[src/rtl/hazard_detect_unit_pkg.sv]
// Shared types and constants for the pipeline hazard/stall controller.
// Pure declarations; nothing here carries timing or flow-control behaviour.
package hazard_pkg;

  localparam int HAZ_REG_AW = 5;
  localparam int X0_IDX     = 0;

  typedef enum logic [0:0] {
    RUN     = 1'b0,
    MC_WAIT = 1'b1
  } hazState_t;

  // True when a multi-cycle issue actually opens a wait window.
  function automatic logic mcOpens(input logic start, input logic luHit,
                                   input logic brTaken, input logic latNz);
    return start && !luHit && !brTaken && latNz;
  endfunction

endpackage

[src/rtl/hazard_detect_unit_if.sv]
// Bundle between the ID/EX pipeline glue and the hazard controller.
// Combinational responses on outputs; no handshake, the controller never backpressures.
interface hazard_detect_unit_if import hazard_pkg::*; #(
  parameter int REG_AW      = HAZ_REG_AW,
  parameter int MC_CNT_W    = 6,
  parameter int STALL_CNT_W = 32
) ();

  logic [REG_AW-1:0]      IFID_Rs1_i;
  logic [REG_AW-1:0]      IFID_Rs2_i;
  logic                   IFID_UseRs1_i;
  logic                   IFID_UseRs2_i;
  logic                   IDEX_MemRead_i;
  logic [REG_AW-1:0]      IDEX_Rd_i;
  logic                   MC_Start_i;
  logic [MC_CNT_W-1:0]    MC_Lat_i;
  logic                   Branch_Taken_i;
  logic                   Hazard_o;
  logic                   PCWrite_o;
  logic                   IFIDWrite_o;
  logic                   IFIDFlush_o;
  logic                   Busy_o;
  logic [STALL_CNT_W-1:0] StallCnt_o;

  modport master (
    output IFID_Rs1_i, IFID_Rs2_i, IFID_UseRs1_i, IFID_UseRs2_i,
    output IDEX_MemRead_i, IDEX_Rd_i, MC_Start_i, MC_Lat_i, Branch_Taken_i,
    input  Hazard_o, PCWrite_o, IFIDWrite_o, IFIDFlush_o, Busy_o, StallCnt_o
  );

  modport slave (
    input  IFID_Rs1_i, IFID_Rs2_i, IFID_UseRs1_i, IFID_UseRs2_i,
    input  IDEX_MemRead_i, IDEX_Rd_i, MC_Start_i, MC_Lat_i, Branch_Taken_i,
    output Hazard_o, PCWrite_o, IFIDWrite_o, IFIDFlush_o, Busy_o, StallCnt_o
  );

endinterface

[src/rtl/hazard_detect_unit_load_use_cmp.sv]
// Load-use comparator: flags an ID source register produced by a load now in EX.
// Purely combinational, zero latency; x0 never creates a dependency.
module load_use_cmp import hazard_pkg::*; #(
  parameter int REG_AW = HAZ_REG_AW
) (
  input  logic              memRead,
  input  logic [REG_AW-1:0] exRd,
  input  logic [REG_AW-1:0] idRs1,
  input  logic [REG_AW-1:0] idRs2,
  input  logic              useRs1,
  input  logic              useRs2,
  output logic              luHit
);

  logic rs1Hit;
  logic rs2Hit;
  logic rdLive;

  assign rs1Hit = useRs1 && (idRs1 == exRd);
  assign rs2Hit = useRs2 && (idRs2 == exRd);
  assign rdLive = (exRd != REG_AW'(X0_IDX));
  assign luHit  = memRead && rdLive && (rs1Hit || rs2Hit);

endmodule

[src/rtl/hazard_detect_unit.sv]
// Hazard/stall controller: branch flush, load-use bubble, multi-cycle EX wait, stall stats.
// Zero-latency combinational control; multi-cycle ops hold the front end for MC_Lat_i cycles.
module hazard_detect_unit import hazard_pkg::*; #(
  parameter int REG_AW      = HAZ_REG_AW,
  parameter int MC_CNT_W    = 6,
  parameter int STALL_CNT_W = 32
) (
  input logic                 clk_i,
  input logic                 rst_i,
  hazard_detect_unit_if.slave hz
);

  hazState_t             state;
  hazState_t             stateNxt;
  logic [MC_CNT_W-1:0]   mcCnt;
  logic [MC_CNT_W-1:0]   mcCntNxt;
  logic                  lu;
  logic                  hazard;
  logic                  pcWrite;
  logic                  ifidWrite;
  logic                  ifidFlush;
  logic                  busy;
  logic [STALL_CNT_W-1:0] stallCnt;

  load_use_cmp #(.REG_AW(REG_AW)) u_luCmp (
    .memRead (hz.IDEX_MemRead_i),
    .exRd    (hz.IDEX_Rd_i),
    .idRs1   (hz.IFID_Rs1_i),
    .idRs2   (hz.IFID_Rs2_i),
    .useRs1  (hz.IFID_UseRs1_i),
    .useRs2  (hz.IFID_UseRs2_i),
    .luHit   (lu)
  );

  always_ff @(posedge clk_i or posedge rst_i) begin
    if (rst_i) begin
      state <= RUN;
      mcCnt <= '0;
    end else begin
      state <= stateNxt;
      mcCnt <= mcCntNxt;
    end
  end

  always_comb begin
    stateNxt = state;
    mcCntNxt = mcCnt;
    if (hz.Branch_Taken_i) begin
      stateNxt = RUN;
      mcCntNxt = '0;
    end else begin
      case (state)
        RUN: begin
          // A load-use stall swallows the issue; ID re-presents the op next cycle.
          if (mcOpens(hz.MC_Start_i, lu, hz.Branch_Taken_i, (hz.MC_Lat_i != '0))) begin
            stateNxt = MC_WAIT;
            mcCntNxt = hz.MC_Lat_i;
          end
        end
        MC_WAIT: begin
          if (mcCnt == MC_CNT_W'(1)) begin
            stateNxt = RUN;
            mcCntNxt = '0;
          end else begin
            mcCntNxt = mcCnt - MC_CNT_W'(1);
          end
        end
        default: begin
          stateNxt = RUN;
          mcCntNxt = '0;
        end
      endcase
    end
  end

  // Reset gates the outputs directly so stray comparator hits cannot leak out.
  always_comb begin
    hazard    = 1'b0;
    pcWrite   = 1'b1;
    ifidWrite = 1'b1;
    ifidFlush = 1'b0;
    busy      = 1'b0;
    if (!rst_i) begin
      busy = (state == MC_WAIT);
      if (hz.Branch_Taken_i) begin
        ifidFlush = 1'b1;
        hazard    = 1'b1;
      end else if (state == MC_WAIT || lu) begin
        hazard    = 1'b1;
        pcWrite   = 1'b0;
        ifidWrite = 1'b0;
      end
    end
  end

  always_ff @(posedge clk_i or posedge rst_i) begin
    if (rst_i) begin
      stallCnt <= '0;
    end else if (!pcWrite && (stallCnt != '1)) begin
      stallCnt <= stallCnt + STALL_CNT_W'(1);
    end
  end

  assign hz.Hazard_o    = hazard;
  assign hz.PCWrite_o   = pcWrite;
  assign hz.IFIDWrite_o = ifidWrite;
  assign hz.IFIDFlush_o = ifidFlush;
  assign hz.Busy_o      = busy;
  assign hz.StallCnt_o  = stallCnt;

endmodule

[src/flat_wrapper.sv]
// flat-port wrapper written by rule: the top's interface ports become plain ports
module hazard_detect_unit_flat import hazard_pkg::*;
#(
  parameter int REG_AW      = HAZ_REG_AW,
  parameter int MC_CNT_W    = 6,
  parameter int STALL_CNT_W = 32
)
  (clk_i, rst_i, hz_IFID_Rs1_i, hz_IFID_Rs2_i, hz_IFID_UseRs1_i, hz_IFID_UseRs2_i, hz_IDEX_MemRead_i, hz_IDEX_Rd_i, hz_MC_Start_i, hz_MC_Lat_i, hz_Branch_Taken_i, hz_Hazard_o, hz_PCWrite_o, hz_IFIDWrite_o, hz_IFIDFlush_o, hz_Busy_o, hz_StallCnt_o);
  hazard_detect_unit_if #(.REG_AW(REG_AW), .MC_CNT_W(MC_CNT_W), .STALL_CNT_W(STALL_CNT_W)) hz_i ();
  input logic clk_i;
  input logic rst_i;
  input wire logic [$bits(hz_i.IFID_Rs1_i)-1:0] hz_IFID_Rs1_i;
  input wire logic [$bits(hz_i.IFID_Rs2_i)-1:0] hz_IFID_Rs2_i;
  input wire logic [$bits(hz_i.IFID_UseRs1_i)-1:0] hz_IFID_UseRs1_i;
  input wire logic [$bits(hz_i.IFID_UseRs2_i)-1:0] hz_IFID_UseRs2_i;
  input wire logic [$bits(hz_i.IDEX_MemRead_i)-1:0] hz_IDEX_MemRead_i;
  input wire logic [$bits(hz_i.IDEX_Rd_i)-1:0] hz_IDEX_Rd_i;
  input wire logic [$bits(hz_i.MC_Start_i)-1:0] hz_MC_Start_i;
  input wire logic [$bits(hz_i.MC_Lat_i)-1:0] hz_MC_Lat_i;
  input wire logic [$bits(hz_i.Branch_Taken_i)-1:0] hz_Branch_Taken_i;
  output wire logic [$bits(hz_i.Hazard_o)-1:0] hz_Hazard_o;
  output wire logic [$bits(hz_i.PCWrite_o)-1:0] hz_PCWrite_o;
  output wire logic [$bits(hz_i.IFIDWrite_o)-1:0] hz_IFIDWrite_o;
  output wire logic [$bits(hz_i.IFIDFlush_o)-1:0] hz_IFIDFlush_o;
  output wire logic [$bits(hz_i.Busy_o)-1:0] hz_Busy_o;
  output wire logic [$bits(hz_i.StallCnt_o)-1:0] hz_StallCnt_o;
  assign hz_i.IFID_Rs1_i = hz_IFID_Rs1_i;
  assign hz_i.IFID_Rs2_i = hz_IFID_Rs2_i;
  assign hz_i.IFID_UseRs1_i = hz_IFID_UseRs1_i;
  assign hz_i.IFID_UseRs2_i = hz_IFID_UseRs2_i;
  assign hz_i.IDEX_MemRead_i = hz_IDEX_MemRead_i;
  assign hz_i.IDEX_Rd_i = hz_IDEX_Rd_i;
  assign hz_i.MC_Start_i = hz_MC_Start_i;
  assign hz_i.MC_Lat_i = hz_MC_Lat_i;
  assign hz_i.Branch_Taken_i = hz_Branch_Taken_i;
  assign hz_Hazard_o = hz_i.Hazard_o;
  assign hz_PCWrite_o = hz_i.PCWrite_o;
  assign hz_IFIDWrite_o = hz_i.IFIDWrite_o;
  assign hz_IFIDFlush_o = hz_i.IFIDFlush_o;
  assign hz_Busy_o = hz_i.Busy_o;
  assign hz_StallCnt_o = hz_i.StallCnt_o;
  hazard_detect_unit #(.REG_AW(REG_AW), .MC_CNT_W(MC_CNT_W), .STALL_CNT_W(STALL_CNT_W)) u_core (.clk_i(clk_i), .rst_i(rst_i), .hz(hz_i));
endmodule
[config.mk]
export PLATFORM = sky130hd
export DESIGN_NAME = hazard_detect_unit_flat
export DESIGN_NICKNAME = d
export VERILOG_FILES = /design/src/rtl/hazard_detect_unit_pkg.sv /design/src/rtl/hazard_detect_unit_if.sv /design/src/rtl/hazard_detect_unit_load_use_cmp.sv /design/src/rtl/hazard_detect_unit.sv /design/src/flat_wrapper.sv
export SDC_FILE = /design/constraint.sdc
export NUM_CORES = 1
export LEC_CHECK = 0
export CAP_MARGIN = 20
export CORE_UTILIZATION = 60
export DETAILED_ROUTE_END_ITERATION = 10
export DONT_BUFFER_PORTS = 1
export GPL_TIMING_DRIVEN = 0
export PLACE_DENSITY = 0.76
export SLEW_MARGIN = 30
export SYNTH_ARGS = -nofsm -noshare
export SYNTH_HDL_FRONTEND = slang
export SYNTH_SLANG_ARGS = --single-unit
export TNS_END_PERCENT = 100
[constraint.sdc]
create_clock -name clk_i -period 4.4 [get_ports clk_i]
set_input_delay 0.88 -clock clk_i [delete_from_list [all_inputs] [get_ports clk_i]]
set_output_delay 0.88 -clock clk_i [all_outputs]
set_load 0.01 [all_outputs]
# After elaboration in Yosys (flattened, before gate mapping)

Index checks and enable logic that the tools add are counted.

Bits in registers: 39
Logic and storage cells: 43

Reductions and logical operators: 15
Eq/ne operators: 5
Muxes and demuxes: 17
Add/sub/neg operators: 2
Bitwise operators: 1

Operators by type and width:

| kind                                                                | count |
|---|---|
| 32-bit by 1-bit adder with 32-bit output (second input constant)    | 1 |
| 32-bit != test (second input constant)                              | 1 |
| 6-bit two-way mux                                                   | 3 |
| 1-bit two-way mux                                                   | 12 |
| 6-bit one-hot mux with 2 select lines                               | 1 |
| 5-bit == test                                                       | 2 |
| 1-bit logical AND                                                   | 8 |
| 6-bit by 1-bit == test with 1-bit output (second input constant)    | 1 |
| 6-bit nonzero test                                                  | 1 |
| 6-bit by 1-bit subtractor with 6-bit output (second input constant) | 1 |
| 5-bit nonzero test                                                  | 1 |
| 1-bit zero test                                                     | 3 |
| 3-bit by 2-bit != test with 1-bit output (second input constant)    | 1 |
| 1-bit logical OR                                                    | 2 |
| 1-bit one-hot mux with 2 select lines                               | 1 |
| 1-bit inverter                                                      | 1 |

# Depth between registers and ports, before layout

Word-level depth: 11
Depth in mapped cells: 8

# By module

A second synthesis with hierarchy kept.

Cells, all modules: 233
Area, all modules: 2218.4 µm²

By module, submodules not included:

| module             | cells each | instances | area an instance (µm²) |
|---|---|---|---|
| hazard_detect_unit | 216        | 1         | 2084.5 |
| load_use_cmp       | 17         | 1         | 133.9 |

# Worst setup path after synthesis

No wires, ideal clock.

Path kind: input port to output port
Start point: input hz_IDEX_Rd_i[1]
End point: output hz_PCWrite_o
Data required time: 3520 ps
Cell stages on the path: 5
Path slack: 1300 ps
Data arrival time: 2220 ps
Buffers on the path: 1
Cells stage by stage: or4_1 -> o21a_1 -> a21oi_2 -> nand2b_1 -> buf_4

Word-level cells in the longest chain between the ends: 8
Elaborated cells on any way between the ends: 12
Classes of those cells: 2 x eq/ne; 3 x mux; 7 x reduce/logical

RTL lines:

| what                                 | line                                                                         | RTL |
|---|---|---|
| start: declaration                   | flat_wrapper.sv:17                                                           | `input wire logic [$bits(hz_i.IDEX_Rd_i)-1:0] hz_IDEX_Rd_i;` |
| 5-bit == test (on tied branches)     | hazard_detect_unit_load_use_cmp.sv:19, hazard_detect_unit_load_use_cmp.sv:20 |  |
| 1-bit logical AND (on tied branches) | hazard_detect_unit_load_use_cmp.sv:19, hazard_detect_unit_load_use_cmp.sv:20 |  |
| 1-bit logical OR                     | hazard_detect_unit_load_use_cmp.sv:22                                        | `assign luHit = memRead && rdLive && (rs1Hit \|\| rs2Hit);` |
| 1-bit logical AND *                  | hazard_detect_unit_load_use_cmp.sv:22                                        |  |
| 1-bit logical OR *                   | hazard_detect_unit.sv:88                                                     | `end else if (state == MC_WAIT \|\| lu) begin` |
| 1-bit two-way mux * (3 in series)    | -                                                                            |  |
| end: declaration                     | flat_wrapper.sv:22                                                           | `output wire logic [$bits(hz_i.PCWrite_o)-1:0] hz_PCWrite_o;` |

Every way passes the cells marked *; elsewhere a longest branch is shown, timed or not.

# Final worst setup path

Ends and elaborated chain as after synthesis.

==> results.json <==
{
  "cp.arrival_ns": 2.39,
  "rows": 21,
  "cts_resized": 0,
  "wirelength_um": 4860,
  "postRouteAntennaNets": 0,
  "pre_cts_slack_ns": 1.14,
  "critPathLaunchType": "input port",
  "ioPinCount": 65,
  "rsz0062_at_grt": "no",
  "p_leak_nw": 1.06,
  "final_cell_mix": "dfrtp_1, xnor2_1, nand2_1, and3_1, nand4_1",
  "antenna_found_initial": 0,
  "portBuffers": 0,
  "wl_per_cell_um": 17.3,
  "critPathBufInv": 1,
  "gp_congestion": 0.814,
  "numCtsBuffers": 5,
  "vias": 1833,
  "skew_ns": 0.00467,
  "fmax_mhz": 306,
  "max_stage_delay_ns": 0.52,
  "setup_violations": 0,
  "avgViaCountPerCell": 6.52,
  "gr-total-overflow": 0,
  "slew_headroom_pct": 54.9,
  "start_util_pct": 64.2,
  "maxCapViolCount": 0,
  "hold_path.class": "input port to asynchronous set/reset pin",
  "clock-root-buffer": "clkbuf_8",
  "power_mw": 0.810,
  "grt_pass1_vias": 1848,
  "crit_type": "input port to output port",
  "combPwrFrac_pct": 16.1,
  "drive_gt1_share_pct": 8.94,
  "synth_edf_count": 0,
  "power_density_mw_per_mm2": 338,
  "mostFrequentLayoutCell": "dfrtp_1",
  "die_y_um": 62.7,
  "syn_to_final_growth_pct": 8.56,
  "grt_max_degree": 22,
  "dr.pass1.iters": 4,
  "drt-initial-drc-count": 121,
  "nNetsFinal": 265,
  "slowest_stage": "or4_1",
  "power_switching_mw": 0.231,
  "synth_top_flop_cell": "dfrtp_1",
  "tightest_slew_ns": 0.671,
  "syn_nets": 257,
  "period_minus_slack_ns": 3.27,
  "finalNonFillerCells": 281,
  "layout_setup_ws_ns": 1.13,
  "cts_tree": "done",
  "core_mm2": 0.00344,
  "cp-end-kind": "output port",
  "syn_inst": 226,
  "fp.dieW_um": 62.7,
  "min_period_over_period_pct": 74.3,
  "fp.dieArea_mm2": 0.00393,
  "critPathTopFamily": "simple AND/OR/NAND/NOR gates",
  "ys_seq_area_share_pct": 44.2,
  "peakVddDrop_mv": 0.330,
  "clk_path_buf_depth": 2,
  "worst_hold_slack_ns": 0.483,
  "synthArstFlopShare_pct": 100,
  "clock_latency_ns": 0.29,
  "tns_ns": 0,
  "power_frac_clock_pct": 32.7,
  "ys_ff_latch": 39,
  "dp.cells": 273,
  "hold_violations": 0,
  "syn_avg_cell_area_um2": 9.77,
  "seqPwrFrac_pct": 51.2,
  "cts_hold_buf": 0,
  "switching_share_pct": 28.5,
  "ys_types": 39,
  "grt_usage_pct": 26.4,
  "post-dp-hpwl_um": 3640,
  "clkTransAtPathRegs_ns": 0.07,
  "post-cts-setup-buffers": 0,
  "drc": 0,
  "path_max_fanout": 9,
  "num_antenna_cells": 0,
  "grt_pass1_wl_um": 8180,
  "clock_sinks": 39,
  "ys_warn_count": 0,
  "drv_slew": 0,
  "status": "finished clean",
  "worstPathCellList": "or4_1, o21a_1, a21oi_2, nand2b_1, buf_4",
  "netlist_area_mm2": 0.00221,
  "power.internal_mw": 0.579,
  "required_ns": 3.52,
  "reg2reg_setup_slack_ns": 2.01,
  "htree_levels": 2
}
[kinds of logic (layout without fill, tap and decap cells)]
family	Yosys count	after routing	synth area share, %
AO/OA/AOI/OAI	23	23	7.82
XOR/XNOR	43	43	17.1
AND/OR/NAND/NOR	98	98	23.9
flip-flops	39	39	44.2
adder cells (fa/ha/maj)	3	3	1.70
multiplexers	4	4	1.93
buffers and inverters	16	25	3.46
[synthesized netlist by cell type, types with 4 or more instances]
cell type	instances	share of area (%)
nor4_1	6	1.7
dfrtp_1	39	44
xnor2_1	35	14
nor3_1	5	1.1
xor2_1	8	3.2
buf_2	4	0.91
and3_1	16	4.5
nor2_1	12	2.0
nand2_1	21	3.6
a21oi_1	4	0.91
nand3_1	11	2.5
inv_1	7	1.2
o21ai_1	4	0.91
nand4_1	16	4.5
[power by group through the flow]
| stage | sequential (mW) | combinational [mW] | clock [mW] |
|---|---|---|---|
| 2_1_floorplan | 0.414 | 0.103 | 0 |
| 3_3_place_gp | 0.418 | 0.118 | 0 |
| 5_1_grt | 0.418 | 0.145 | 0.288 |
| 6_report | 0.415 | 0.130 | 0.265 |
| 4_1_cts | 0.415 | 0.130 | 0.269 |
| 3_5_place_dp | 0.421 | 0.130 | 0 |
[layout make-up]
class	count	area, um^2
repair buffers	1	27.5
clock buffers	7	96.3
multi-input cells	171	1160
inverters	7	26.3
flip-flops and latches	39	976
plain buffers	9	50.0
clock inverters	1	7.51
well taps	46	57.6
fillers	273	1040
[sequential cells by signal (all words and copies together), names as in the netlist]
register,count
u_core.hz.StallCnt_o,32
u_core.mcCnt,6
u_core.state,1
[layer usage]
layer	GRT usage (%)	share of wire (%)	wire length (um)	up-vias
met5	0	0	0	-
met3	9.12	9.0	437	10
li1	-	-	-	819
met4	9.59	1.2	59	0
met1	29.3	39	1900	892
met2	46.3	51	2470	112
[metrics by stage]
step	utilization, %	cell area [um^2]
3_5_place_dp	66.6	2290
3_3_place_gp	65.8	2270
5_1_grt	69.6	2400
6_report	69.6	2400
2_1_floorplan	-	2210
4_1_cts	69.6	2400
[worst paths after layout]
| check | start | endpoint | cells after the start |
|---|---|---|---|
| setup / recovery | hz_IDEX_Rd_i[1] | hz_PCWrite_o | 5 |
| hold / removal | rst_i | u_core.mcCnt[4]$_DFFE_PP0P_ | 1 |
| setup reg to reg | u_core.hz.StallCnt_o[0]$_DFFE_PP0P_ | u_core.hz.StallCnt_o[31]$_DFFE_PP0P_ | 8 |
| hold reg to reg | u_core.hz.StallCnt_o[30]$_DFFE_PP0P_ | u_core.hz.StallCnt_o[30]$_DFFE_PP0P_ | 1 |
| max in group asynchronous | rst_i | u_core.hz.StallCnt_o[27]$_DFFE_PP0P_ | 2 |
| min in group clk_i | u_core.hz.StallCnt_o[30]$_DFFE_PP0P_ | u_core.hz.StallCnt_o[30]$_DFFE_PP0P_ | 1 |
(Power assumes the default switching activity.)
==> RTL edit 1 (same settings) <==
`MC_CNT_W` is set to 6 in 3 places; all go to 8.
--- a/src/rtl/hazard_detect_unit_if.sv
+++ b/src/rtl/hazard_detect_unit_if.sv
@@ -4,3 +4,3 @@
   parameter int REG_AW      = HAZ_REG_AW,
-  parameter int MC_CNT_W    = 6,
+  parameter int MC_CNT_W    = 8,
   parameter int STALL_CNT_W = 32
--- a/src/rtl/hazard_detect_unit.sv
+++ b/src/rtl/hazard_detect_unit.sv
@@ -4,3 +4,3 @@
   parameter int REG_AW      = HAZ_REG_AW,
-  parameter int MC_CNT_W    = 6,
+  parameter int MC_CNT_W    = 8,
   parameter int STALL_CNT_W = 32
--- a/src/flat_wrapper.sv
+++ b/src/flat_wrapper.sv
@@ -4,3 +4,3 @@
   parameter int REG_AW      = HAZ_REG_AW,
-  parameter int MC_CNT_W    = 6,
+  parameter int MC_CNT_W    = 8,
   parameter int STALL_CNT_W = 32
Ports: changed (resized hz_MC_Lat_i); port bits go from 65 to 67. The function was not compared with the original's and may differ.
==> RTL edit 1 against the original RTL <==
Combinational power up 38%; wire length up 11%; worst setup slack worse by 0.37 ns; synthesized cell count up 13%; non-clock buffer count up 3; hold slack worse by 0.071 ns; first-iteration DRC count up 33%; area after synthesis up 9.0%; sequential cell count up 2; final area up 8.0%; final cell count up 11%; total power up 12%; sequential share of layout area down 1.1 points; largest power group unchanged; highest routed layer unchanged.
==> RTL edit 1: results <==
[grt]
use_met2_pct = 44.07
grt_use_met1_pct = 37.75
grt_pass1_wl_mm = 9.135
grt_use_met3_pct = 7.813
grt_start_max_net_pins = 30
grt_usage_pct = 28.23

[outcome]
status = "complete, no violations"

[drt]
dr_total_vias = 1964
first_iter_violations = 161
wl_met2_mm = 2.562
avgRoutedWirePerCell_um = 17.24
dr_wl_met3_um = 339

[worst_setup_path]
reg2reg_depth = 7
cp_max_fo = 10
r2r_end = "u_core.hz.StallCnt_o[7]"
endpoint = "hz_PCWrite_o"
r2r_slack_ns = 2.08
arrival_ns = 2.76

[final_layout]
drive_above_1_share_pct = 8.333
final_nets = 296

[place]
gp_congestion = 0.8729
hpwl_mm = 3.949

[sta]
finalClockSkew_ns = 0.005630
max_freq_mhz = 275.0

[synth]
synth_area_leaders = "dfrtp_1 (43%), xor2_1 (11%), xnor2_1 (4.4%)"
synth_common_cells = "dfrtp_1 (41), xor2_1 (29), nand2_1 (20), nor3_1 (20)"
ys_seq_area_share_pct = 42.62

[power]
pg_clk_w = 0.000270
swShare_pct = 30.84
power_switching_w = 0.0002805
p_comb_share_pct = 19.8
[RTL edit 1: cell families after synthesis]
logic type | count (synthesis) | synth area share (%)
mux | 5 | 2.183
fa+ha+maj | 3 | 1.559
compound gates | 23 | 6.808
xor+xnor | 41 | 14.92
flops | 41 | 42.62
buf+inv | 18 | 3.171
simple gates | 124 | 28.74
[RTL edit 1: per-stage QoR]
stage                     hold WS [ns]  util, %  setup slack (ns)  area (um2)  instances
after floorplan                 0.5150        -             1.059        2407        255
after global placement          0.5353    65.91            0.7495        2467        303
after detailed placement        0.5407    66.44            0.7669        2487        304
after CTS                       0.4177    69.15            0.7609        2589        312
after global routing            0.4266    69.15            0.6349        2589        312
final                           0.4123    69.15            0.7641        2589        312
[RTL edit 1: final cells by class]
cell class,instances,area (um2)
multi-input combinational,196,1305
fill,318,1155
sequential,41,1026
clock buffer,7,96.34
tap,48,60.06
buffer,12,53.80
inverter,6,22.52
timing repair buffer,1,20.02
clock inverter,1,5.005
==> RTL edit 2 (same flow settings) <==
Made on the original files. Reset style: synchronous (`rst_i`), changed in 2 clocked blocks.
--- a/src/rtl/hazard_detect_unit.sv
+++ b/src/rtl/hazard_detect_unit.sv
@@ -34,3 +34,3 @@
 
-  always_ff @(posedge clk_i or posedge rst_i) begin
+  always_ff @(posedge clk_i) begin
     if (rst_i) begin
@@ -95,3 +95,3 @@
 
-  always_ff @(posedge clk_i or posedge rst_i) begin
+  always_ff @(posedge clk_i) begin
     if (rst_i) begin
Function: differs if rst_i is asserted again (counterexample within 4 cycles, from zero or initial values and one cycle with rst_i high); with rst_i held inactive, the same outputs for 10 cycles.
==> RTL edit 2 against the original RTL <==
Sequential share of layout area decreased by 8.5 points; final area increased by 1.2%; hold slack improved by 0.029 ns; sequential cell count unchanged; die area increased by 2.6%; synthesized cell count increased by 26%; area after synthesis increased by 2.7%; worst setup slack improved by 0.0044 ns; wire length increased by 0.39%; highest routed layer unchanged.
Power is not compared: it rests on default switching activity, and its combinational part moved more than twofold at a synthesized area within 25%.
==> RTL edit 2: results <==
[synth]
synth_cell_type_count = 47
ys_seq_area_share_pct = 34.42
synth_area_leaders = "dfxtp_1 (34%), xor2_1 (11%), nor2_1 (8.9%)"
synth_common_cells = "nor2_1 (54), dfxtp_1 (39), xor2_1 (29), nand3_1 (23), nand4_1 (18)"
synth_most_common_cell = "nor2_1"
ys.flop_type = "dfxtp_1"
async_flop_share_pct = 0

[outcome]
status = "complete, no violations"

[drt]
first_iter_violations = 135
drt-vias-per-instance = 5.900

[place]
gp_congestion = 0.8236
hpwl_mm = 3.529

[sta]
maxSlewHeadroom_pct = 53.80
finalClockSkew_ns = 0.002318
hold_slack_ns = 0.5126

[worst_setup_path]
r2r_slack_ns = 2.03
cp_max_fo = 10

[grt]
grt_start_max_net_pins = 12
grt_pass1_vias = 1827
grt_pass1_wl_mm = 8.224
grt_use_met3_pct = 8.514
grt_use_met1_pct = 31.67
use_met2_pct = 41.89

[hold_path]
hp-class = "reg -> reg"

[final_layout]
nFillCells = 310
RTL edit 2: changes by cell type in the layout (fill, tap and decap cells not counted), moves of 6 or more:
cell	change
clkbuf_1	+6
dfrtp_1	-39
dfxtp_1	+39
nand2_1	-7
nand3_1	+12
nor2_1	+42
xnor2_1	-22
xor2_1	+21
RTL edit 2: power breakdown:
part | switching, W | leakage, nW | total [W] | internal (W)
registers | 0.00000354 | 0.315 | 0.000359 | 0.000356
clock network | 0.000122 | 0.0515 | 0.000265 | 0.000143
logic | 0.0000274 | 0.516 | 0.0000494 | 0.0000220
RTL edit 2: metal layers:
layer  vias to the layer above  part of all wire, %
li1                        995                    -
met1                       927                   45
met2                        72                   46
met3                         6                  7.5
met4                         0                  1.2
met5                         -                    0
RTL edit 2: worst paths after layout:
path	start	endpoint	depth (start not counted)
setup / recovery	hz_IDEX_Rd_i[1]	hz_PCWrite_o	6
hold / removal	u_core.mcCnt[4]	u_core.mcCnt[4]	1
setup reg to reg	u_core.hz.StallCnt_o[2]	u_core.hz.StallCnt_o[25]	8
hold reg to reg	u_core.mcCnt[4]	u_core.mcCnt[4]	1
RTL edit 2: cells by family (layout without fill, tap and decap cells):
family,Yosys count,after routing,synth area share [%]
DFF,39,39,34.42
xor gates and xnor gates,42,42,16.22
AOI/OAI and AO/OA,21,21,6.564
buffers and inverters,25,33,5.075
and+or+nand+nor,152,152,34.53
adders and majority gates,3,3,1.655
muxes,3,3,1.544
RTL edit 2: cell type report:
class | count | area [um2] | share of cell area, %
inverters | 11 | 41.29 | 1.702
multi-input cells | 221 | 1373 | 56.58
clock buffers | 8 | 100.1 | 4.126
flip-flops and latches | 39 | 780.7 | 32.18
plain buffers | 14 | 73.82 | 3.043
well taps | 46 | 57.56 | 2.372
RTL edit 2: metrics by stage:
stage | area, um2 | std cells | setup slack [ns]
5_1_grt | 2426 | 339 | 1.093
4_1_cts | 2426 | 339 | 1.134
3_3_place_gp | 2326 | 331 | 1.136
2_1_floorplan | 2268 | 285 | 1.242
6_report | 2426 | 339 | 1.135
3_5_place_dp | 2326 | 331 | 1.140
RTL edit 2: worst max-delay path, cell delays in order:
cell and delay [ns]:
or4_1 0.51, o21a_1 0.23, a31o_2 0.30, buf_2 0.20, inv_1 0.13, buf_4 0.14
